## src/rtl/cdb_rr_arbiter_if.sv

```systemverilog
// cdb_rr_arbiter_if: CDB packet type and the unit/commit/bus bundle between functional units and the arbiter
`ifndef CDB_RR_ARBITER_IF_SV
`define CDB_RR_ARBITER_IF_SV
typedef struct packed {
  logic [3:0]  dest_ROB_entry;
  logic [31:0] result;
  logic        branch_result;
  logic        from_commit;
} CDB_packet_t;

interface cdb_rr_arbiter_if;
  logic [5:0]  valid_out_bus;
  CDB_packet_t adder_0_out;
  CDB_packet_t adder_1_out;
  CDB_packet_t mult_out;
  CDB_packet_t div_out;
  CDB_packet_t mem_out;
  CDB_packet_t shift_out;
  CDB_packet_t commit_packet;
  logic [5:0]  yummi_in_bus;
  CDB_packet_t new_CDB;
  logic [2:0]  rr_ptr_o;
`ifdef CDB_ARB_STATS_EN
  logic [15:0] grant_cnt [6];
  logic [15:0] commit_stall_cnt;
  logic [15:0] starve_grant_cnt;
  modport master (
    output valid_out_bus, adder_0_out, adder_1_out, mult_out, div_out, mem_out, shift_out, commit_packet,
    input  yummi_in_bus, new_CDB, rr_ptr_o, grant_cnt, commit_stall_cnt, starve_grant_cnt
  );
  modport slave (
    input  valid_out_bus, adder_0_out, adder_1_out, mult_out, div_out, mem_out, shift_out, commit_packet,
    output yummi_in_bus, new_CDB, rr_ptr_o, grant_cnt, commit_stall_cnt, starve_grant_cnt
  );
`else
  modport master (
    output valid_out_bus, adder_0_out, adder_1_out, mult_out, div_out, mem_out, shift_out, commit_packet,
    input  yummi_in_bus, new_CDB, rr_ptr_o
  );
  modport slave (
    input  valid_out_bus, adder_0_out, adder_1_out, mult_out, div_out, mem_out, shift_out, commit_packet,
    output yummi_in_bus, new_CDB, rr_ptr_o
  );
`endif
endinterface
`endif

```

## src/rtl/cdb_rr_arbiter.sv

```systemverilog
// cdb_rr_arbiter: commit-first, starvation-aware round-robin CDB arbiter with registered bus; CDB_ARB_STATS_EN adds grant/stall/starve counters
module cdb_rr_arbiter #(
  parameter int STARVE_LIMIT = 8
) (
  input logic clk,
  input logic reset,
  cdb_rr_arbiter_if.slave bus
);
  localparam int AGE_W = $clog2(STARVE_LIMIT + 1);
  localparam logic [AGE_W-1:0] LIMIT = AGE_W'(STARVE_LIMIT);
  CDB_packet_t pkt [6];
  CDB_packet_t cdb;
  logic [AGE_W-1:0] age [6];
  logic [5:0] valid, yummi;
  logic [2:0] rr_ptr, rr_idx, starve_idx, gnt_idx;
  logic starve_any, commit_win, unit_gnt;

  function automatic logic [2:0] wrap(input logic [3:0] s);
    return s >= 4'd6 ? 3'(s - 4'd6) : s[2:0];
  endfunction

  assign valid = bus.valid_out_bus;
  assign pkt = '{bus.adder_0_out, bus.adder_1_out, bus.mult_out, bus.div_out, bus.mem_out, bus.shift_out};
  assign commit_win = |bus.commit_packet.dest_ROB_entry;

  // lowest-index starved unit, and first valid unit scanning up from the pointer
  always_comb begin
    starve_any = 1'b0;
    starve_idx = '0;
    rr_idx = '0;
    for (int i = 5; i >= 0; i--)
      if (valid[i] && age[i] >= LIMIT) begin
        starve_any = 1'b1;
        starve_idx = 3'(i);
      end
    for (int k = 5; k >= 0; k--)
      if (valid[wrap({1'b0, rr_ptr} + 4'(k))]) rr_idx = wrap({1'b0, rr_ptr} + 4'(k));
  end

  assign gnt_idx = starve_any ? starve_idx : rr_idx;
  assign unit_gnt = !reset && !commit_win && |valid;
  assign yummi = unit_gnt ? 6'd1 << gnt_idx : 6'd0;
  assign bus.yummi_in_bus = yummi;
  assign bus.new_CDB = cdb;
  assign bus.rr_ptr_o = rr_ptr;

  // bus register, pointer advance past the winner, saturating per-unit wait ages
  always_ff @(posedge clk) begin
    if (reset) begin
      cdb <= '0;
      rr_ptr <= '0;
      for (int i = 0; i < 6; i++) age[i] <= '0;
    end else begin
      cdb <= commit_win ? bus.commit_packet : unit_gnt ? pkt[gnt_idx] : '0;
      if (unit_gnt) rr_ptr <= gnt_idx == 3'd5 ? 3'd0 : gnt_idx + 3'd1;
      for (int i = 0; i < 6; i++)
        age[i] <= !valid[i] || yummi[i] ? '0 : age[i] == LIMIT ? age[i] : age[i] + 1'b1;
    end
  end

`ifdef CDB_ARB_STATS_EN
  logic [15:0] grant_cnt [6];
  logic [15:0] commit_stall_cnt, starve_grant_cnt;

  // free-running wrap-around event counters
  always_ff @(posedge clk) begin
    if (reset) begin
      for (int i = 0; i < 6; i++) grant_cnt[i] <= '0;
      commit_stall_cnt <= '0;
      starve_grant_cnt <= '0;
    end else begin
      for (int i = 0; i < 6; i++) if (yummi[i]) grant_cnt[i] <= grant_cnt[i] + 16'd1;
      if (commit_win && |valid) commit_stall_cnt <= commit_stall_cnt + 16'd1;
      if (unit_gnt && starve_any) starve_grant_cnt <= starve_grant_cnt + 16'd1;
    end
  end

  assign bus.grant_cnt = grant_cnt;
  assign bus.commit_stall_cnt = commit_stall_cnt;
  assign bus.starve_grant_cnt = starve_grant_cnt;
`endif
endmodule

```

## src/flat_wrapper.sv

```systemverilog
// flat-port wrapper written by rule: the top's interface ports become plain ports
module cdb_rr_arbiter_flat 
#(
  parameter int STARVE_LIMIT = 8
)
  (clk, reset, bus_valid_out_bus, bus_adder_0_out, bus_adder_1_out, bus_mult_out, bus_div_out, bus_mem_out, bus_shift_out, bus_commit_packet, bus_yummi_in_bus, bus_new_CDB, bus_rr_ptr_o);
  cdb_rr_arbiter_if bus_i ();
  input logic clk;
  input logic reset;
  input wire logic [$bits(bus_i.valid_out_bus)-1:0] bus_valid_out_bus;
  input wire logic [$bits(bus_i.adder_0_out)-1:0] bus_adder_0_out;
  input wire logic [$bits(bus_i.adder_1_out)-1:0] bus_adder_1_out;
  input wire logic [$bits(bus_i.mult_out)-1:0] bus_mult_out;
  input wire logic [$bits(bus_i.div_out)-1:0] bus_div_out;
  input wire logic [$bits(bus_i.mem_out)-1:0] bus_mem_out;
  input wire logic [$bits(bus_i.shift_out)-1:0] bus_shift_out;
  input wire logic [$bits(bus_i.commit_packet)-1:0] bus_commit_packet;
  output wire logic [$bits(bus_i.yummi_in_bus)-1:0] bus_yummi_in_bus;
  output wire logic [$bits(bus_i.new_CDB)-1:0] bus_new_CDB;
  output wire logic [$bits(bus_i.rr_ptr_o)-1:0] bus_rr_ptr_o;
  assign bus_i.valid_out_bus = bus_valid_out_bus;
  assign bus_i.adder_0_out = bus_adder_0_out;
  assign bus_i.adder_1_out = bus_adder_1_out;
  assign bus_i.mult_out = bus_mult_out;
  assign bus_i.div_out = bus_div_out;
  assign bus_i.mem_out = bus_mem_out;
  assign bus_i.shift_out = bus_shift_out;
  assign bus_i.commit_packet = bus_commit_packet;
  assign bus_yummi_in_bus = bus_i.yummi_in_bus;
  assign bus_new_CDB = bus_i.new_CDB;
  assign bus_rr_ptr_o = bus_i.rr_ptr_o;
  cdb_rr_arbiter #(.STARVE_LIMIT(STARVE_LIMIT)) u_core (.clk(clk), .reset(reset), .bus(bus_i));
endmodule
```

## config.mk

```make
export PLATFORM = sky130hd
export DESIGN_NAME = cdb_rr_arbiter_flat
export DESIGN_NICKNAME = d
export VERILOG_FILES = /design/src/rtl/cdb_rr_arbiter_if.sv /design/src/rtl/cdb_rr_arbiter.sv /design/src/flat_wrapper.sv
export SDC_FILE = /design/constraint.sdc
export NUM_CORES = 1
export LEC_CHECK = 0
export ABC_AREA = 1
export CAP_MARGIN = 10
export CELL_PAD_IN_SITES_DETAIL_PLACEMENT = 0
export CELL_PAD_IN_SITES_GLOBAL_PLACEMENT = 1
export CORE_MARGIN = 10
export CORE_UTILIZATION = 25
export DETAILED_ROUTE_END_ITERATION = 8
export DONT_BUFFER_PORTS = 1
export GPL_TIMING_DRIVEN = 1
export PLACE_DENSITY_LB_ADDON = 0.1
export SLEW_MARGIN = 20
export SYNTH_ARGS = -nofsm -noshare
export SYNTH_HDL_FRONTEND = slang
export SYNTH_SLANG_ARGS = --single-unit
```

## constraint.sdc

```tcl
create_clock -name clk -period 3.4 [get_ports clk]
set_input_delay 0 -clock clk [delete_from_list [all_inputs] [get_ports clk]]
set_output_delay 0 -clock clk [all_outputs]
set_load 0.05 [all_outputs]
```

# Word-level counts from Yosys, hierarchy flattened

Memory sizes are Yosys's and may differ from the RTL's.
Index checks and enable logic that the tools add are counted.
W data, S select, Z words.

Bits in registers: 41
RAM bits: 24
Input bits: 274
Output and inout bits: 47
Memories: 1

Add/sub/neg operators: 18
$lt $le $gt $ge: 19
Equality and inequality tests: 7
Shift operators: 1
Muxes and demuxes: 65
Bitwise gates (word level): 7
Reductions and logical operators: 24

Memories:

| memory     | words | width | read ports | clocked after memory_dff | wr ports | line                 | RTL |
|---|---|---|---|---|---|---|---|
| u_core.age | 6     | 4     | 6          | 0                        | 6        | cdb_rr_arbiter.sv:13 | `logic [AGE_W-1:0] age [6];` |

Operator list:

| operator              | count |
|---|---|
| $mux W38              | 4 |
| $bmux W38 S3          | 1 |
| $mux W4               | 18 |
| $mux W3               | 20 |
| $ge A4 B4 Y1 const B  | 7 |
| $add A4 B1 Y4 const B | 6 |
| $eq A4 B4 Y1 const B  | 6 |
| $lt A3 B4 Y1 const B  | 6 |
| $ge A4 B3 Y1 const B  | 5 |
| $bmux W1 S3           | 6 |
| $sub A3 B3 Y3 const B | 6 |
| $mux W1               | 15 |
| $add A3 B2 Y4 const B | 2 |
| $add A3 B3 Y4 const B | 2 |
| $logic_and A1 B1 Y1   | 8 |
| $logic_not A1 Y1      | 8 |
| $logic_or A1 B1 Y1    | 6 |
| $mux W6               | 1 |
| $or A1 B1 Y1          | 6 |
| $reduce_or A6 Y1      | 1 |
| $shl A1 B3 Y6 const A | 1 |
| $add A3 B1 Y4 const B | 1 |
| $not A3 Y4            | 1 |
| $reduce_or A4 Y1      | 1 |
| other kinds (3)       | 3 |

# Depth between registers and ports, before layout

Gate-level depths: netlist of the first run.

Word-level depth: 18
Depth in mapped cells: 28
Mapped depth without buffers: 25

# Worst setup path after synthesis of the first run

Ideal clock, no wire load.

Path kind: reg2reg
Start point: register u_core.rr_ptr[1] (netlist: u_core.bus.rr_ptr_o[1])
End point: register u_core.rr_ptr[2] (netlist: u_core.bus.rr_ptr_o[2])
Library setup time: 0.070 ns
Arrival: 3.382 ns
Data required time: 3.330 ns
Path slack: -0.052 ns
Cell stages (with the launch flop): 24
Buffers on the path: 3
Cell sequence: dfxtp_1 -> inv_1 -> ha_1 -> buf_4 -> nor2_1 -> nand3b_1 -> nand2_1 -> nand2_1 -> nand2_1 -> nand2_1 -> nand3_1 -> nand2_1 -> a21oi_1 -> nand2_1 -> nand3_1 -> nand3_1 -> nand2_1 -> buf_4 -> buf_4 -> nor2_1 -> ha_1 -> nor2_1 -> o21ai_0 -> a21oi_1

Cells in the longest elaborated chain, start to end: 14

Ends and longest elaborated chain:

| element                                              | line                 | RTL |
|---|---|---|
| start: declaration                                   | cdb_rr_arbiter.sv:15 | `logic [2:0] rr_ptr, rr_idx, starve_idx, gnt_idx;` |
| start signal: assignment                             | cdb_rr_arbiter.sv:55 | `if (unit_gnt) rr_ptr <= gnt_idx == 3'd5 ? 3'd0 : gnt_idx + 3'd1;` |
| $add A3 B3 Y4                                        | cdb_rr_arbiter.sv:37 | `if (valid[wrap({1'b0, rr_ptr} + 4'(k))]) rr_idx = wrap({1'b0, rr_ptr} + 4'(k));` |
| $ge A4 B3 Y1 / $sub A3 B3 Y3 (equally long branches) | cdb_rr_arbiter.sv:19 | `return s >= 4'd6 ? 3'(s - 4'd6) : s[2:0];` |
| $mux W3                                              | cdb_rr_arbiter.sv:19 |  |
| $bmux W1 S3                                          | cdb_rr_arbiter.sv:37 |  |
| $mux W1 (not written as such)                        | cdb_rr_arbiter.sv:37 |  |
| $mux W3 (5 in a row)                                 | cdb_rr_arbiter.sv:37 |  |
| $mux W3 *                                            | cdb_rr_arbiter.sv:37 |  |
| $mux W3 *                                            | cdb_rr_arbiter.sv:40 | `assign gnt_idx = starve_any ? starve_idx : rr_idx;` |
| $add A3 B1 Y3 / $eq A3 B3 Y1 (equally long branches) | cdb_rr_arbiter.sv:55 |  |
| $mux W3 *                                            | cdb_rr_arbiter.sv:55 |  |

Every way passes the cells marked *; elsewhere a longest branch is shown, timed or not. The select of a mux whose other input is x is not followed.
A chain may end at the register's enable or synchronous reset.

# Worst setup path in the final report of the first run

Start point: register u_core.rr_ptr[1] (netlist: u_core.bus.rr_ptr_o[1])
End point: output port bus_yummi_in_bus[0]

Cells in the longest elaborated chain, start to end: 14

Ends and longest elaborated chain:

| element                                              | line                 | RTL |
|---|---|---|
| $add A3 B3 Y4                                        | cdb_rr_arbiter.sv:37 |  |
| $ge A4 B3 Y1 / $sub A3 B3 Y3 (equally long branches) | cdb_rr_arbiter.sv:19 |  |
| $mux W3                                              | cdb_rr_arbiter.sv:19 |  |
| $bmux W1 S3                                          | cdb_rr_arbiter.sv:37 |  |
| $mux W1 (not written as such)                        | cdb_rr_arbiter.sv:37 |  |
| $mux W3 (5 in a row)                                 | cdb_rr_arbiter.sv:37 |  |
| $mux W3 *                                            | cdb_rr_arbiter.sv:37 |  |
| $mux W3 *                                            | cdb_rr_arbiter.sv:40 |  |
| $shl A1 B3 Y6 *                                      | cdb_rr_arbiter.sv:42 | `assign yummi = unit_gnt ? 6'd1 << gnt_idx : 6'd0;` |
| $mux W6 *                                            | cdb_rr_arbiter.sv:42 |  |
| end: declaration                                     | flat_wrapper.sv:18   | `output wire logic [$bits(bus_i.yummi_in_bus)-1:0] bus_yummi_in_bus;` |

Marks and branches as above.

==> reports/summary.txt, run 1 <==
outcome = finished clean
CP delay by family, top = simple AND/OR/NAND/NOR gates
R2R depth = 22
worst path required time = 3400 ps
Die W = 183.3 um
post-synthesis cell type count = 29
Hold Path Origin = bus_mem_out[3]
sw frac = 39.05%
post-route ant nets = 0
IO Pins = 321
starting density of the core = 25.50%
WL/cell = 19.20 um
crit path from = u_core.bus.rr_ptr_o[1]$_SDFFE_PP0P_
P_leak = 4.392 nW
IO Port Bufs = 0
Power per Cell Area = 367.6 nW/um^2
final non-filler cell total = 1625
internal power = 1.855 mW
final hold vios = 0
core area = 26130 um^2
Tmin final = 3147 ps
post-route clock skew = 16.38 ps
critical path's largest stage delay = 360 ps
CP Capture Type = output port
die area = 33590 um^2
vias in the first global route = 7999
GRT overflow = 0
pin count of the biggest net entering global routing = 66
Reg power frac = 30.2%
Psw = 1.188 mW
commonest non-fill, non-tap cell in the layout = nand2_1
Worst VDD drop = 0.2505 mV
fin crit share = 92.55%
critical path, cell by cell = inv_2 > ha_1 > o21ai_2 > xor2_2 > nand2_1 > nand3b_1 > nand2_1 > inv_2 > o21ai_0 > nand2_1 > nand2_1 > nand2_1 > nand2_1 > nand2_1 > nand2_4 > buf_12 > nor2_1 > nand2_1 > inv_2 > buf_12
Clk network pwr share = 35.7%
clock-pin transition on the worst setup and hold timing paths = 60 ps
most frequent cells in the layout = nand2_1 (594), inv_1 (131), a21oi_1 (99), nand3b_1 (78), nand3_1 (78)
area share of the largest cell type after synthesis = 33.68%
# rows = 59
# setup viols final = 0
Vias = 7644
Post-DP HPWL = 22950 um
Worst Hold End = u_core.bus.new_CDB[3]$_SDFF_PP0_
top cells by area, synth = nand2_1 (34%), dfxtp_1 (20%), nand3b_1 (8.8%)
Via-to-Cell Ratio = 4.704
initial DRC count = 420
Buf/Inv on CP = 5
WL final = 31200 um
Die Ht = 183.3 um
worst-margin pin slew = 927.2 ps
WHS Path Cells = 6
DRC Markers = 0
r2r setup slk = 260 ps
Critical Path AT = 3150 ps
Fin Hold WS = 7.832 ps
Mapped Area = 6664 um^2
post-synth top area cell = nand2_1
CTS Buf Count = 9
Placer Congestion = 0.8481
flops & latches, synth = 65
GRT Overall Usage = 17.55%
CP max FO = 21
fmax = 317.8 MHz
first-pass GRT wire length = 46140 um
Gate power share = 34.1%
TritonCTS clock tree = yes
CTS Buffer Depth = 2
clock latency on the worst-skew pair = 350 ps
# nets final = 1576
RSZ-0062 raised after global routing = true
fin. max-slew vios = 0
Ys Warns = 0
CTS sink cnt = 65
CTS H-tree lvls = 3
syn_area_per_cell = 5.357 um^2
CP most frequent cell = nand2_1
syn_nets = 1539
Critical R2R Launch = u_core.bus.rr_ptr_o[1]$_SDFFE_PP0P_
Area Overhead vs Synth = 24.24%
antenna violations before repair = 4
max_slew headroom = 38.10%
worst hold path type = in2reg
Detailed Routing Iterations Pass 1 = 5
RR Endpoint = u_core.bus.new_CDB[5]$_SDFF_PP0_
critical path's slowest cell = dfxtp_2
Setup CP Type = reg2out
clock root buffer = clkbuf_16
post-synthesis sequential area ratio = 19.53%
CP startpoint kind = flip-flop
post-synthesis cell count = 1244
dpl cells = 1539
layout cell share with drive strength beyond 1 = 7.076%
max_cap viols = 0
## cells in the mapped netlist
master,n
nand2_4,2
clkinv_1,2
xor2_1,7
o21ai_1,6
nand3_2,2
inv_1,135
clkbuf_1,41
ha_1,21
o21ai_0,8
nor2_1,33
nand3b_1,78
buf_6,4
buf_4,10
nand2_1,598
nor3_1,11
nand4_1,5
or2_2,4
nand3_1,78
o21ai_2,1
nand2_2,1
buf_2,18
xnor2_1,2
nor4_1,1
and3_1,1
nor2_2,2
a21oi_1,100
dfxtp_1,65
inv_2,7
o21a_1,1
## worst min-delay path, cell delays in order
cell and delay (ps):
nand2_1 40, nand2_1 50, nand2_1 50, a21oi_1 50, nand2_1 50, a21oi_1 50
## worst max path at each step
stage                                                      to  cells after the start
after floorplan           u_core.bus.rr_ptr_o[2]$_SDFFE_PP0P_                     23
after global placement      u_core.bus.new_CDB[35]$_SDFF_PP0_                     20
after detailed placement        u_core.age[0][6]$_SDFFE_PP0N_                     22
after CTS                                 bus_yummi_in_bus[1]                     22
after global routing        u_core.bus.new_CDB[36]$_SDFF_PP0_                     23
final                                     bus_yummi_in_bus[0]                     20
## routing by layer
layer | up-vias | track usage [%] | share of wire, %
met5 | - | 0 | 0.087
met4 | 4 | 6.656 | 2.8
met3 | 43 | 4.763 | 7.1
met2 | 254 | 29.98 | 49
met1 | 3427 | 20.52 | 41
li1 | 3916 | - | -
## sequential cells by signal, indices dropped and copies added (netlist names)
signal,flops
u_core.bus.rr_ptr_o,3
u_core.bus.new_CDB,38
u_core.age,24
## logic make-up after synthesis
logic type | after synthesis | synth area share, %
AOI/OAI and AO/OA | 116 | 8.806
adders and majority gates | 21 | 3.943
buffers and inverters | 217 | 13.58
and+or+nand+nor | 816 | 52.97
DFF | 65 | 19.53
xor gates and xnor gates | 9 | 1.183
## per-stage QoR
step	cell area [um^2]	setup slack (ps)	setup TNS [ps]	power (mW)	util, %
2_1_floorplan	6666	198.9	0	1.610	-
3_3_place_gp	7162	101.7	0	1.883	27.41
3_5_place_dp	7162	224.8	0	1.872	27.41
4_1_cts	8124	45.54	0	3.065	31.09
5_1_grt	8274	-32.31	-137.8	3.262	31.66
6_report	8279	253.4	0	3.043	31.68
## power groups by stage
stage	Clock, mW	Sequential [mW]	Combinational [mW]
floorplan	0	0.926	0.684
global placement	0	0.940	0.943
detailed placement	0	0.938	0.934
CTS	1.13	0.921	1.01
global route	1.16	0.923	1.18
finish	1.09	0.920	1.04
## repair_timing
action / CTS / global route
hold buffers: 62 / 0
endpoints found under the setup margin: 1 / 54
gates resized for setup: 1 / 20
gates cloned: 0 / 2
pin swaps: 0 / 3
hold endpoints to repair: 65 / 0
buffers inserted: 0 / 2
## cell type report
type / count / area [um^2]
Timing Repair Buffer: 99 / 1139
Fill cell: 3062 / 17850
Inverter: 144 / 540.5
Clock inverter: 6 / 90.09
Multi-Input combinational cell: 962 / 4537
Antenna cell: 4 / 10.01
Tap cell: 335 / 419.2
Clock buffer: 10 / 239.0
Sequential cell: 65 / 1305
Note: power is estimated with default switching activity, not from simulation.
==> inputs of run 2 (changes only) <==
- ABC_AREA: 1 -> default
- MAX_ROUTING_LAYER: default -> met4
==> reports/summary.txt, run 2 <==
max reg flops = 38
fin crit share = 101.2%
Fin Hold WS = 0.5660 ps
top layer in use = met4
dpl ws = -121.5 ps
Die W = 206.3 um
r2r setup slk = -40 ps
top cells by area, synth = dfxtp_1 (15%), nand3_1 (9.6%), nand2_1 (9.1%)
clock root buffer = clkbuf_16
CP Capture Type = flip-flop
Post-synth EDFFs = 0
Worst VDD drop = 0.2857 mV
pin count of the biggest net entering global routing = 89
Tmin final = 3442 ps
area share of the largest cell type after synthesis = 14.99%
DRC Markers = 0
critical path's largest stage delay = 490 ps
Placer Congestion = 0.8711
post-route clock skew = 18.74 ps
critical path, cell by cell = clkinvlp_4 > ha_4 > buf_4 > buf_4 > nor3_1 > o21a_1 > nor3_1 > or4_4 > nand4_1 > buf_6 > buf_8 > buf_12 > buf_12 > mux2i_4 > o2111ai_1
RSZ-0062 raised after global routing = true
P_leak = 4.635 nW
final hold vios = 0
clock-pin transition on the worst setup and hold timing paths = 80 ps
TritonCTS clock tree = yes
CTS H-tree lvls = 3
layout cell share with drive strength beyond 1 = 22.50%
Critical Path AT = 3670 ps
Power per Cell Area = 288.9 nW/um^2
vias in the first global route = 10407
Critical R2R Launch = u_core.bus.rr_ptr_o[1]$_SDFFE_PP0P_
Psw = 1.424 mW
# nets final = 1730
CTS Buffer Depth = 2
Mapped Area = 8681 um^2
Detail Route met2 WL = 23200 um
fin. max-slew vios = 0
Hold Path Origin = reset
Ys Warns = 0
met3 wire length = 4193 um
post-synthesis cell count = 1250
Gate power share = 43.8%
ys async rst share = 0%
Worst Hold End = u_core.bus.new_CDB[37]$_SDFF_PP0_
Clk network pwr share = 30.7%
CP startpoint kind = flip-flop
outcome = finished, violations left
WHS Path Cells = 2
count leader, synth = nand2_1
failing checks = setup timing
Reg power frac = 25.5%
antenna violations before repair = 1
Detailed Routing Iterations Pass 1 = 6
clock latency on the worst-skew pair = 380 ps
IO Port Bufs = 0
GRT Overall Usage = 22.46%
# setup viols final = 6
Setup CP Type = reg2reg
CTS Buf Count = 9
Fillers = 3582
# rows = 68
core area = 34370 um^2
CTS sink cnt = 65
starting density of the core = 25.25%
syn_nets = 1545
WL final = 49910 um
Top FF cell, synth = dfxtp_1
die area = 42580 um^2
internal power = 2.274 mW
IO Pins = 321
M1 WL = 21210 um
worst-margin pin slew = 1013 ps
max_slew headroom = 32.44%
Die Ht = 206.3 um
fmax = 290.5 MHz
WL/cell = 26.32 um
Via-to-Cell Ratio = 5.767
CP max FO = 6
R2R depth = 15
Area Overhead vs Synth = 47.43%
post-route ant nets = 0
max_cap viols = 0
initial DRC count = 750
post-synth top area cell = dfxtp_1
Post-DP HPWL = 34270 um
RR Endpoint = u_core.bus.new_CDB[24]$_SDFF_PP0_
post-synthesis cell type count = 72
Post-synth top cells = nand2_1 (211), nand3_1 (167), nand4_1 (96), clkbuf_1 (94), o211ai_1 (79)
sw frac = 38.50%
first-pass GRT wire length = 70330 um
syn_area_per_cell = 6.945 um^2
worst path required time = 3630 ps
commonest non-fill, non-tap cell in the layout = nand2_1
Vias = 10935
flops & latches, synth = 65
critical path's slowest cell = or4_4
post-synthesis sequential area ratio = 14.99%
worst hold path type = in2reg
setup slack after layout = -42.20 ps
GRT overflow = 0
most frequent cells in the layout = nand2_1 (210), nand3_1 (167), dlygate4sd3_1 (146), buf_4 (119), nand4_1 (96)
-- run 2: changes by cell type after synthesis, sizes merged, moves of 22 or more --
cell,change
o211ai,+79
clkbuf,+54
o21ai,+71
nand2,-389
nor3b,+32
mux2i,+50
inv,-122
nand3,+87
buf,+28
a21oi,-88
o2111ai,+22
o221ai,+76
nand3b,-76
nand4,+91
-- run 2: layout make-up --
type	count	area [um^2]	share of cell area (%)
Antenna cell	1	2.502	0.01955
Inverter	20	81.33	0.6354
Clock buffer	10	239.0	1.867
Timing Repair Buffer	329	3512	27.44
Tap cell	455	569.3	4.448
Clock inverter	6	97.59	0.7625
Sequential cell	65	1313	10.26
Multi-Input combinational cell	1010	6984	54.57
-- run 2: logic make-up (layout without fill, tap and decap cells) --
group | count (synthesis) | in the layout | share of synthesized area (%)
xor+xnor | 17 | 17 | 1.715
compound gates | 316 | 316 | 28.50
fa+ha+maj | 21 | 21 | 3.027
other cells | 0 | 1 | 0
buf+inv | 175 | 365 | 9.152
simple gates | 593 | 593 | 34.65
mux | 63 | 63 | 7.971
flops | 65 | 65 | 14.99
-- run 2: through the flow --
stage | setup TNS, ps | std cells | instance area [um^2] | total power, mW | utilization (%)
final | -150.1 | 1896 | 12800 | 3.698 | 37.23
after global routing | -2822 | 1896 | 12800 | 3.863 | 37.23
after CTS | -31.45 | 1847 | 12020 | 3.500 | 34.97
after detailed placement | -175.8 | 1663 | 9873 | 2.133 | 28.72
after global placement | -300.3 | 1663 | 9873 | 2.134 | 28.72
after floorplan | -1349 | 1250 | 8786 | 1.726 | -
-- run 2: power groups by stage --
stage / clock [mW] / combinational (mW) / sequential (mW)
3_5_place_dp: 0 / 1.17 / 0.961
4_1_cts: 1.16 / 1.39 / 0.943
2_1_floorplan: 0 / 0.779 / 0.947
3_3_place_gp: 0 / 1.17 / 0.962
6_report: 1.14 / 1.62 / 0.942
5_1_grt: 1.19 / 1.73 / 0.944
-- run 2: worst max-delay path by stage --
stage          slack [ps]                                 from                           endpoint  depth (start not counted)
3_3_place_gp         -200  u_core.bus.rr_ptr_o[2]$_SDFFE_PP0P_   u_core.bus.new_CDB[6]$_SDFF_PP0_                         13
6_report              -40  u_core.bus.rr_ptr_o[1]$_SDFFE_PP0P_  u_core.bus.new_CDB[24]$_SDFF_PP0_                         15
5_1_grt              -160  u_core.bus.rr_ptr_o[1]$_SDFFE_PP0P_  u_core.bus.new_CDB[23]$_SDFF_PP0_                         15
4_1_cts               -20  u_core.bus.rr_ptr_o[1]$_SDFFE_PP0P_                bus_yummi_in_bus[2]                         13
3_5_place_dp         -120  u_core.bus.rr_ptr_o[2]$_SDFFE_PP0P_   u_core.bus.new_CDB[6]$_SDFF_PP0_                         13
2_1_floorplan        -320  u_core.bus.rr_ptr_o[0]$_SDFFE_PP0P_     u_core.age[0][13]$_SDFFE_PP0N_                         19
-- run 2: timing repair --
item,in CTS,in global routing
gates resized for setup,34,67
setup endpoints to repair,20,48
gates cloned,0,7
setup buffers,21,44
hold endpoints to repair,65,0
hold buffers,147,0
pin swaps,9,42
-- run 2: worst max-delay path, delay by kind of cell (launching register included) --
family                   cells  cell delay (ps)
AND/OR/NAND/NOR              4             1060
flip-flops                   1              380
multiplexers                 1              230
adder cells (fa/ha/maj)      1              280
AO/OA/AOI/OAI                2              340
buffers and inverters        7              980
-- run 2: routing by layer --
metal / vias up / GRT usage [%]
met3: 75 / 6.803
li1: 5157 / -
met1: 5310 / 28.07
met5: - / -
met4: 0 / 6.776
met2: 393 / 34.12
